--- src/rtl/sprite_blitter.sv ---
// sprite_blitter: draws one selectable sprite from a shared multi-sprite palette-index ROM at
// an arbitrary screen position. One palette index is treated as transparent.
//
// Sprite position, select, enable and highlight are captured into shadow registers at frame
// start (DrawX==0 && DrawY==0), so a frame is always drawn with one consistent set of values.
//
// Ports:
//   vga_clk, reset          pixel clock, asynchronous active-high reset
//   DrawX, DrawY, blank     VGA scan position and active-video flag (1 = active)
//   sprite_x, sprite_y      sprite top-left corner
//   sprite_id, sprite_en    sprite select and draw enable
//   highlight               request blinking highlight border
//   rom_addr / rom_q        external synchronous ROM (rom_q valid ROM_LATENCY cycles later)
//   pix_index, pix_hit      output palette index and opaque flag
//   pix_blank               blank delayed to line up with pix_index/pix_hit
//
// Latency from a DrawX/DrawY sample to the matching outputs is ROM_LATENCY + 2 cycles.
//
// Optional feature macro: SPRITE_HIGHLIGHT_EN. When defined, a frame counter toggles a blink
// phase every BLINK_FRAMES frame starts, and while the shadow highlight and the phase are both
// set, border pixels are forced opaque with the all-ones palette index. When undefined, the
// highlight input is ignored and no counter/border logic is built.
module sprite_blitter #(
    parameter int unsigned SPRITE_W        = 55,
    parameter int unsigned SPRITE_H        = 55,
    parameter int unsigned SPRITE_COUNT    = 12,
    parameter int unsigned ADDR_W          = 16,
    parameter int unsigned PIX_W           = 2,
    parameter int unsigned ROM_LATENCY     = 1,
    parameter int unsigned TRANSPARENT_IDX = 0,
    parameter int unsigned BLINK_FRAMES    = 30
) (
    input  logic                            vga_clk,
    input  logic                            reset,
    input  logic [9:0]                      DrawX,
    input  logic [9:0]                      DrawY,
    input  logic                            blank,
    input  logic [9:0]                      sprite_x,
    input  logic [9:0]                      sprite_y,
    input  logic [$clog2(SPRITE_COUNT)-1:0] sprite_id,
    input  logic                            sprite_en,
    input  logic                            highlight,
    output logic [ADDR_W-1:0]               rom_addr,
    input  logic [PIX_W-1:0]                rom_q,
    output logic [PIX_W-1:0]                pix_index,
    output logic                            pix_hit,
    output logic                            pix_blank
);

    localparam int unsigned ID_W       = $clog2(SPRITE_COUNT);
    localparam int unsigned SPRITE_PIX = SPRITE_W * SPRITE_H;
    // Delay stages from the stage-0 registers to the cycle where rom_q is valid.
    localparam int unsigned DLY        = ROM_LATENCY + 1;

    // Shadow registers.
    logic            frame_start;
    logic [9:0]      sx_q, sx_d, sy_q, sy_d;
    logic [ID_W-1:0] id_q, id_d;
    logic            en_q, en_d;

    // Stage 0.
    logic [10:0]     lx_q, lx_d, ly_q, ly_d;
    logic [ID_W-1:0] id0_q;
    logic            inside0_q, inside_d;
    logic            blank0_q;

    // Stage 1 and delay-match pipeline.
    logic [ADDR_W-1:0] rom_addr_q, rom_addr_d;
    logic [DLY-1:0]    in_pipe_q, in_pipe_d;
    logic [DLY-1:0]    blank_pipe_q, blank_pipe_d;

    // Output registers.
    logic [PIX_W-1:0] pix_index_q, pix_index_d;
    logic             pix_hit_q, pix_hit_d;
    logic             pix_blank_q;

`ifdef SPRITE_HIGHLIGHT_EN
    localparam int unsigned CNT_W = (BLINK_FRAMES > 1) ? $clog2(BLINK_FRAMES) : 1;
    logic             hl_q, hl_d;
    logic [CNT_W-1:0] cnt_q, cnt_d;
    logic             phase_q, phase_d;
    logic             force_d, force0_q;
    logic [DLY-1:0]   force_pipe_q, force_pipe_d;
`else
    localparam int unsigned unused_blink_frames = BLINK_FRAMES;
    logic unused_highlight;
    assign unused_highlight = highlight;
`endif

    assign frame_start = (DrawX == 10'd0) && (DrawY == 10'd0);

    // Use the incoming values on the frame-start cycle so the whole frame sees one setting.
    always_comb begin
        sx_d = sx_q;
        sy_d = sy_q;
        id_d = id_q;
        en_d = en_q;
        if (frame_start) begin
            sx_d = sprite_x;
            sy_d = sprite_y;
            id_d = sprite_id;
            en_d = sprite_en;
        end
    end

`ifdef SPRITE_HIGHLIGHT_EN
    always_comb begin
        hl_d    = hl_q;
        cnt_d   = cnt_q;
        phase_d = phase_q;
        if (frame_start) begin
            hl_d = highlight;
            if (cnt_q == CNT_W'(BLINK_FRAMES - 1)) begin
                cnt_d   = '0;
                phase_d = ~phase_q;
            end else begin
                cnt_d = cnt_q + 1'b1;
            end
        end
    end
`endif

    // Stage 0: sprite-local coordinates and box test. The >= checks reject the wrapped
    // differences, so sprites running off the right/bottom edge are clipped.
    always_comb begin
        lx_d     = {1'b0, DrawX} - {1'b0, sx_d};
        ly_d     = {1'b0, DrawY} - {1'b0, sy_d};
        inside_d = en_d && blank
                   && ({1'b0, DrawX} >= {1'b0, sx_d}) && (lx_d < 11'(SPRITE_W))
                   && ({1'b0, DrawY} >= {1'b0, sy_d}) && (ly_d < 11'(SPRITE_H))
                   && (32'(id_d) < SPRITE_COUNT);
`ifdef SPRITE_HIGHLIGHT_EN
        force_d  = inside_d && hl_d && phase_d
                   && ((lx_d == 11'd0) || (lx_d == 11'(SPRITE_W - 1))
                       || (ly_d == 11'd0) || (ly_d == 11'(SPRITE_H - 1)));
`endif
    end

    // Stage 1: ROM address with constant multiplies only.
    always_comb begin
        rom_addr_d = '0;
        if (inside0_q) begin
            rom_addr_d = ADDR_W'(32'(id0_q) * SPRITE_PIX + 32'(ly_q) * SPRITE_W + 32'(lx_q));
        end
        in_pipe_d    = {in_pipe_q[DLY-2:0], inside0_q};
        blank_pipe_d = {blank_pipe_q[DLY-2:0], blank0_q};
`ifdef SPRITE_HIGHLIGHT_EN
        force_pipe_d = {force_pipe_q[DLY-2:0], force0_q};
`endif
    end

    // Output stage: the last pipeline entry lines up with rom_q.
    always_comb begin
        pix_hit_d   = in_pipe_q[DLY-1] && (rom_q != PIX_W'(TRANSPARENT_IDX));
        pix_index_d = pix_hit_d ? rom_q : '0;
`ifdef SPRITE_HIGHLIGHT_EN
        if (force_pipe_q[DLY-1]) begin
            pix_hit_d   = 1'b1;
            pix_index_d = '1;
        end
`endif
    end

    always_ff @(posedge vga_clk or posedge reset) begin
        if (reset) begin
            sx_q         <= '0;
            sy_q         <= '0;
            id_q         <= '0;
            en_q         <= 1'b0;
            lx_q         <= '0;
            ly_q         <= '0;
            id0_q        <= '0;
            inside0_q    <= 1'b0;
            blank0_q     <= 1'b0;
            rom_addr_q   <= '0;
            in_pipe_q    <= '0;
            blank_pipe_q <= '0;
            pix_index_q  <= '0;
            pix_hit_q    <= 1'b0;
            pix_blank_q  <= 1'b0;
`ifdef SPRITE_HIGHLIGHT_EN
            hl_q         <= 1'b0;
            cnt_q        <= '0;
            phase_q      <= 1'b0;
            force0_q     <= 1'b0;
            force_pipe_q <= '0;
`endif
        end else begin
            sx_q         <= sx_d;
            sy_q         <= sy_d;
            id_q         <= id_d;
            en_q         <= en_d;
            lx_q         <= lx_d;
            ly_q         <= ly_d;
            id0_q        <= id_d;
            inside0_q    <= inside_d;
            blank0_q     <= blank;
            rom_addr_q   <= rom_addr_d;
            in_pipe_q    <= in_pipe_d;
            blank_pipe_q <= blank_pipe_d;
            pix_index_q  <= pix_index_d;
            pix_hit_q    <= pix_hit_d;
            pix_blank_q  <= blank_pipe_q[DLY-1];
`ifdef SPRITE_HIGHLIGHT_EN
            hl_q         <= hl_d;
            cnt_q        <= cnt_d;
            phase_q      <= phase_d;
            force0_q     <= force_d;
            force_pipe_q <= force_pipe_d;
`endif
        end
    end

    assign rom_addr  = rom_addr_q;
    assign pix_index = pix_index_q;
    assign pix_hit   = pix_hit_q;
    assign pix_blank = pix_blank_q;

endmodule
--- config.mk ---
export PLATFORM = sky130hd
export DESIGN_NAME = sprite_blitter
export DESIGN_NICKNAME = d
export VERILOG_FILES = /design/src/rtl/sprite_blitter.sv
export SDC_FILE = /design/constraint.sdc
export NUM_CORES = 1
export LEC_CHECK = 0
export BUFFER_PORTS_ARGS = -buffer_cell sky130_fd_sc_hd__buf_2
export CAP_MARGIN = 20
export CORE_UTILIZATION = 64
export CTS_CLUSTER_SIZE = 20
export DETAILED_ROUTE_END_ITERATION = 16
export GPL_TIMING_DRIVEN = 0
export MAX_ROUTING_LAYER = met4
export PLACE_DENSITY_LB_ADDON = 0.05
export SYNTH_ARGS = -nofsm -noshare
export SYNTH_HDL_FRONTEND = slang
export SYNTH_SLANG_ARGS = --single-unit
--- constraint.sdc ---
create_clock -name vga_clk -period 9.71 [get_ports vga_clk]
set_clock_uncertainty 0.1 [all_clocks]
set_input_delay 1.4565 -clock vga_clk [delete_from_list [all_inputs] [get_ports vga_clk]]
set_output_delay 1.4565 -clock vga_clk [all_outputs]
set_load 0.05 [all_outputs]
==> qor.csv <==
metric,value,unit
area of the die,0.00980,mm^2
post-route DRC violation count,0,
latest clock arrival within the worst-skew pair,350,ps
Finish-stage setup viols,0,
Syn Nets,759,
GR Util met1,31.7,%
"Async S/R FF share, synth",100,%
top_reg_cell synth,dfrtp_1,
port bufs,69,
WP data required,9870,ps
FF-to-FF setup slack,4390,ps
Max Transition Viols Final,0,
crit path capture type,flip-flop,
vias in the first global route,4275,
ant diodes,0,
RSZ-0062 raised after global routing,no,
placed cells,753,
Top Ports,71,
grt total ovfl,0,
CTS buffer count,9,
Fin Setup TNS,0,ps
Synth warnings,0,
root buffer cell,clkbuf_8,
Starting DRT DRC Count,147,
maximum clock frequency,182,MHz
PwrDens,305,mW/mm^2
maximum VDD drop,224,uV
fin nets,839,
Synth top cells by count,"inv_1, dfrtp_1, ha_1, fa_1",
final design utilization,73.4,%
met2 usage,46.2,%
Final Critical Period,5500,ps
actual slew at the worst max-slew pin,887,ps
"most used cell, CP",a2111o_1,
Relative slew margins,40.9,%
Worst Setup Start Kind,input port,
initial antenna violation count,0,
critical path data arrival time,5660,ps
fillers,664,
Synth area leaders,"dfrtp_1, fa_1, ha_1, inv_1, mux2i_1",
Via density,5.27,
wire length per cell,14.6,um
Synth Area in XOR/XNOR,3.64,%
"wirelength, routed",11200,um
Initial Utilization,65.8,%
Crit Path Class,in -> reg,
DPL Wire Length,9270,um
post-synth top area cell,dfrtp_1,
synthesized flop and latch total,73,
hold crit path type,reg -> reg,
core area,0.00915,mm^2
synthesis-to-layout area growth,11.6,%
CTS tree,yes,
cell chain of the critical path,buf_2 -> nor4_1 -> nand2_1 -> nor2_4 -> buf_1 -> mux2i_1 -> fa_1 -> a21o_1 -> a31o_1 -> a21oi_2 -> xnor2_1 -> a2111o_1 -> a2111o_1 -> nor4b_2,
routability cong.,0.869,
synthesized area,0.00602,mm^2
row count,35,
DR pass1 iterations,4,
CTS Buffer Depth,2,
post-detailed-route count of antenna-violating nets,0,
H-tree depth,3,
most numerous cell in the Yosys netlist,inv_1,
first-pass GRT wire length,19400,um
critical-path maximum fanout,10,
post-synthesis cell type count,46,
post-placement cell area,0.00650,mm^2
largest net degree at the start of global routing,74,
Leak,3.64,nW
final hold violations,0,
share of the synthesized area in the top cell type,30.4,%
final period utilization,56.6,%
Global Route Usage Sum,26.7,%
CP peak stage delay,580,ps
outcome,finished clean,
sequential fraction of the synthesis area,30.4,%
final hold slack,253,ps
Post-synth EDFFs,0,
Compound-Gate Fraction of Synth Area,9.19,%
Synth Area in Adders,35.8,%
Setup Buffers After CTS,0,
Die X-Extent,99.0,um
clock slew at reported path FFs,90,ps
met3 GRT Util,4.75,%
Mapped Cells,573,
fin area,0.00672,mm^2
Avg Synthesized Cell Area,10.5,um^2
busiest grt layer,met2,
share of cells above drive strength 1,14.6,%
max cap viols,0,
CTS sink cnt,73,
die height,99.0,um
Via Count,4050,
largest family of logic cells by synthesized area,adder cells,
# hold bufs at CTS,0,
simple-gate share of the synthesized area,7.07,%
post-synthesis mux area share,4.28,%
Resized cells post-CTS,0,
Critical-path top delay cell,buf_1,
fin cells,769,
==> per-layer routing <==
layer | wire length [um] | vias up
met4 | 271 | 0
met5 | 0 | -
met1 | 4870 | 1919
li1 | - | 1989
met3 | 442 | 26
met2 | 5650 | 116
==> flip-flops by register name, indices dropped and copies added, names as in the netlist <==
name,count
sx_q,10
pix_blank,1
pix_hit,1
pix_index,2
rom_addr,16
en_q,1
in_pipe_q,2
lx_q,11
blank_pipe_q,2
inside0_q,1
id0_q,4
ly_q,11
blank0_q,1
sy_q,10
==> where the power goes <==
part	total, W	leakage, nW	internal [W]	switching [W]
Sequential	0.000322	0.950	0.000313	0.00000852
Clock	0.000253	0.103	0.000128	0.000125
Combinational	0.00148	2.59	0.000636	0.000839
==> critical path: cells and delay by family <==
| kind | cells | cell delay [ps] |
|---|---|---|
| multiplexers | 1 | 280 |
| AND/OR/NAND/NOR | 4 | 1160 |
| adder cells (fa/ha/maj) | 1 | 530 |
| buffers and inverters | 2 | 690 |
| AO/OA/AOI/OAI | 5 | 1440 |
| XOR/XNOR | 1 | 100 |
==> per-stage QoR <==
stage | worst slack [ps] | power, W
floorplan | 4560 | 0.00149
global placement | 3860 | 0.00171
finish | 4210 | 0.00205
detailed placement | 3810 | 0.00178
global route | 3910 | 0.00227
CTS | 4210 | 0.00205
==> cell type report <==
cell class                      count  area (um^2)  area share, %
Sequential cell                    73         1830           27.2
Buffer                              4         15.0          0.224
Multi-Input combinational cell    345         3610           53.8
Clock buffer                       10          138           2.05
Timing Repair Buffer               69          345           5.14
Inverter                          151          569           8.48
Tap cell                          111          139           2.07
Clock inverter                      6         72.6           1.08
==> logic make-up after synthesis <==
family          Yosys count
simple gates             78
xor+xnor                 25
mux                      25
compound gates           82
fa+ha+maj               135
flops                    73
buf+inv                 155
==> layout by cell type (no fill, tap or decap), types with 5 or more instances in the layout <==
cell type,Yosys,final
nor2_1,19,19
buf_2,0,69
inv_1,151,150
nand2_1,12,12
ha_1,73,73
mux2_2,6,6
a21oi_1,15,15
xor2_1,12,12
o211ai_1,5,5
xnor2_1,13,13
o21ai_0,18,18
dfrtp_1,73,73
a21o_1,8,8
and2_1,12,12
nor2b_1,9,9
nor4_1,6,6
clkbuf_8,0,10
o21a_1,9,9
nand2b_1,6,6
fa_1,62,62
mux2i_1,19,19
==> worst paths after layout <==
check                                         end  cells past startpoint                   start
max                           inside0_q$_DFF_PP0_                     14                DrawY[9]
min                        in_pipe_q[1]$_DFF_PP0_                      0  in_pipe_q[0]$_DFF_PP0_
max reg2reg                rom_addr[15]$_DFF_PP0_                     19       ly_q[3]$_DFF_PP0_
min reg2reg                in_pipe_q[1]$_DFF_PP0_                      0  in_pipe_q[0]$_DFF_PP0_
max in group asynchronous   rom_addr[1]$_DFF_PP0_                      2                   reset
min in group asynchronous   rom_addr[4]$_DFF_PP0_                      2                   reset
No activity file was read; power rests on OpenSTA's default activity.
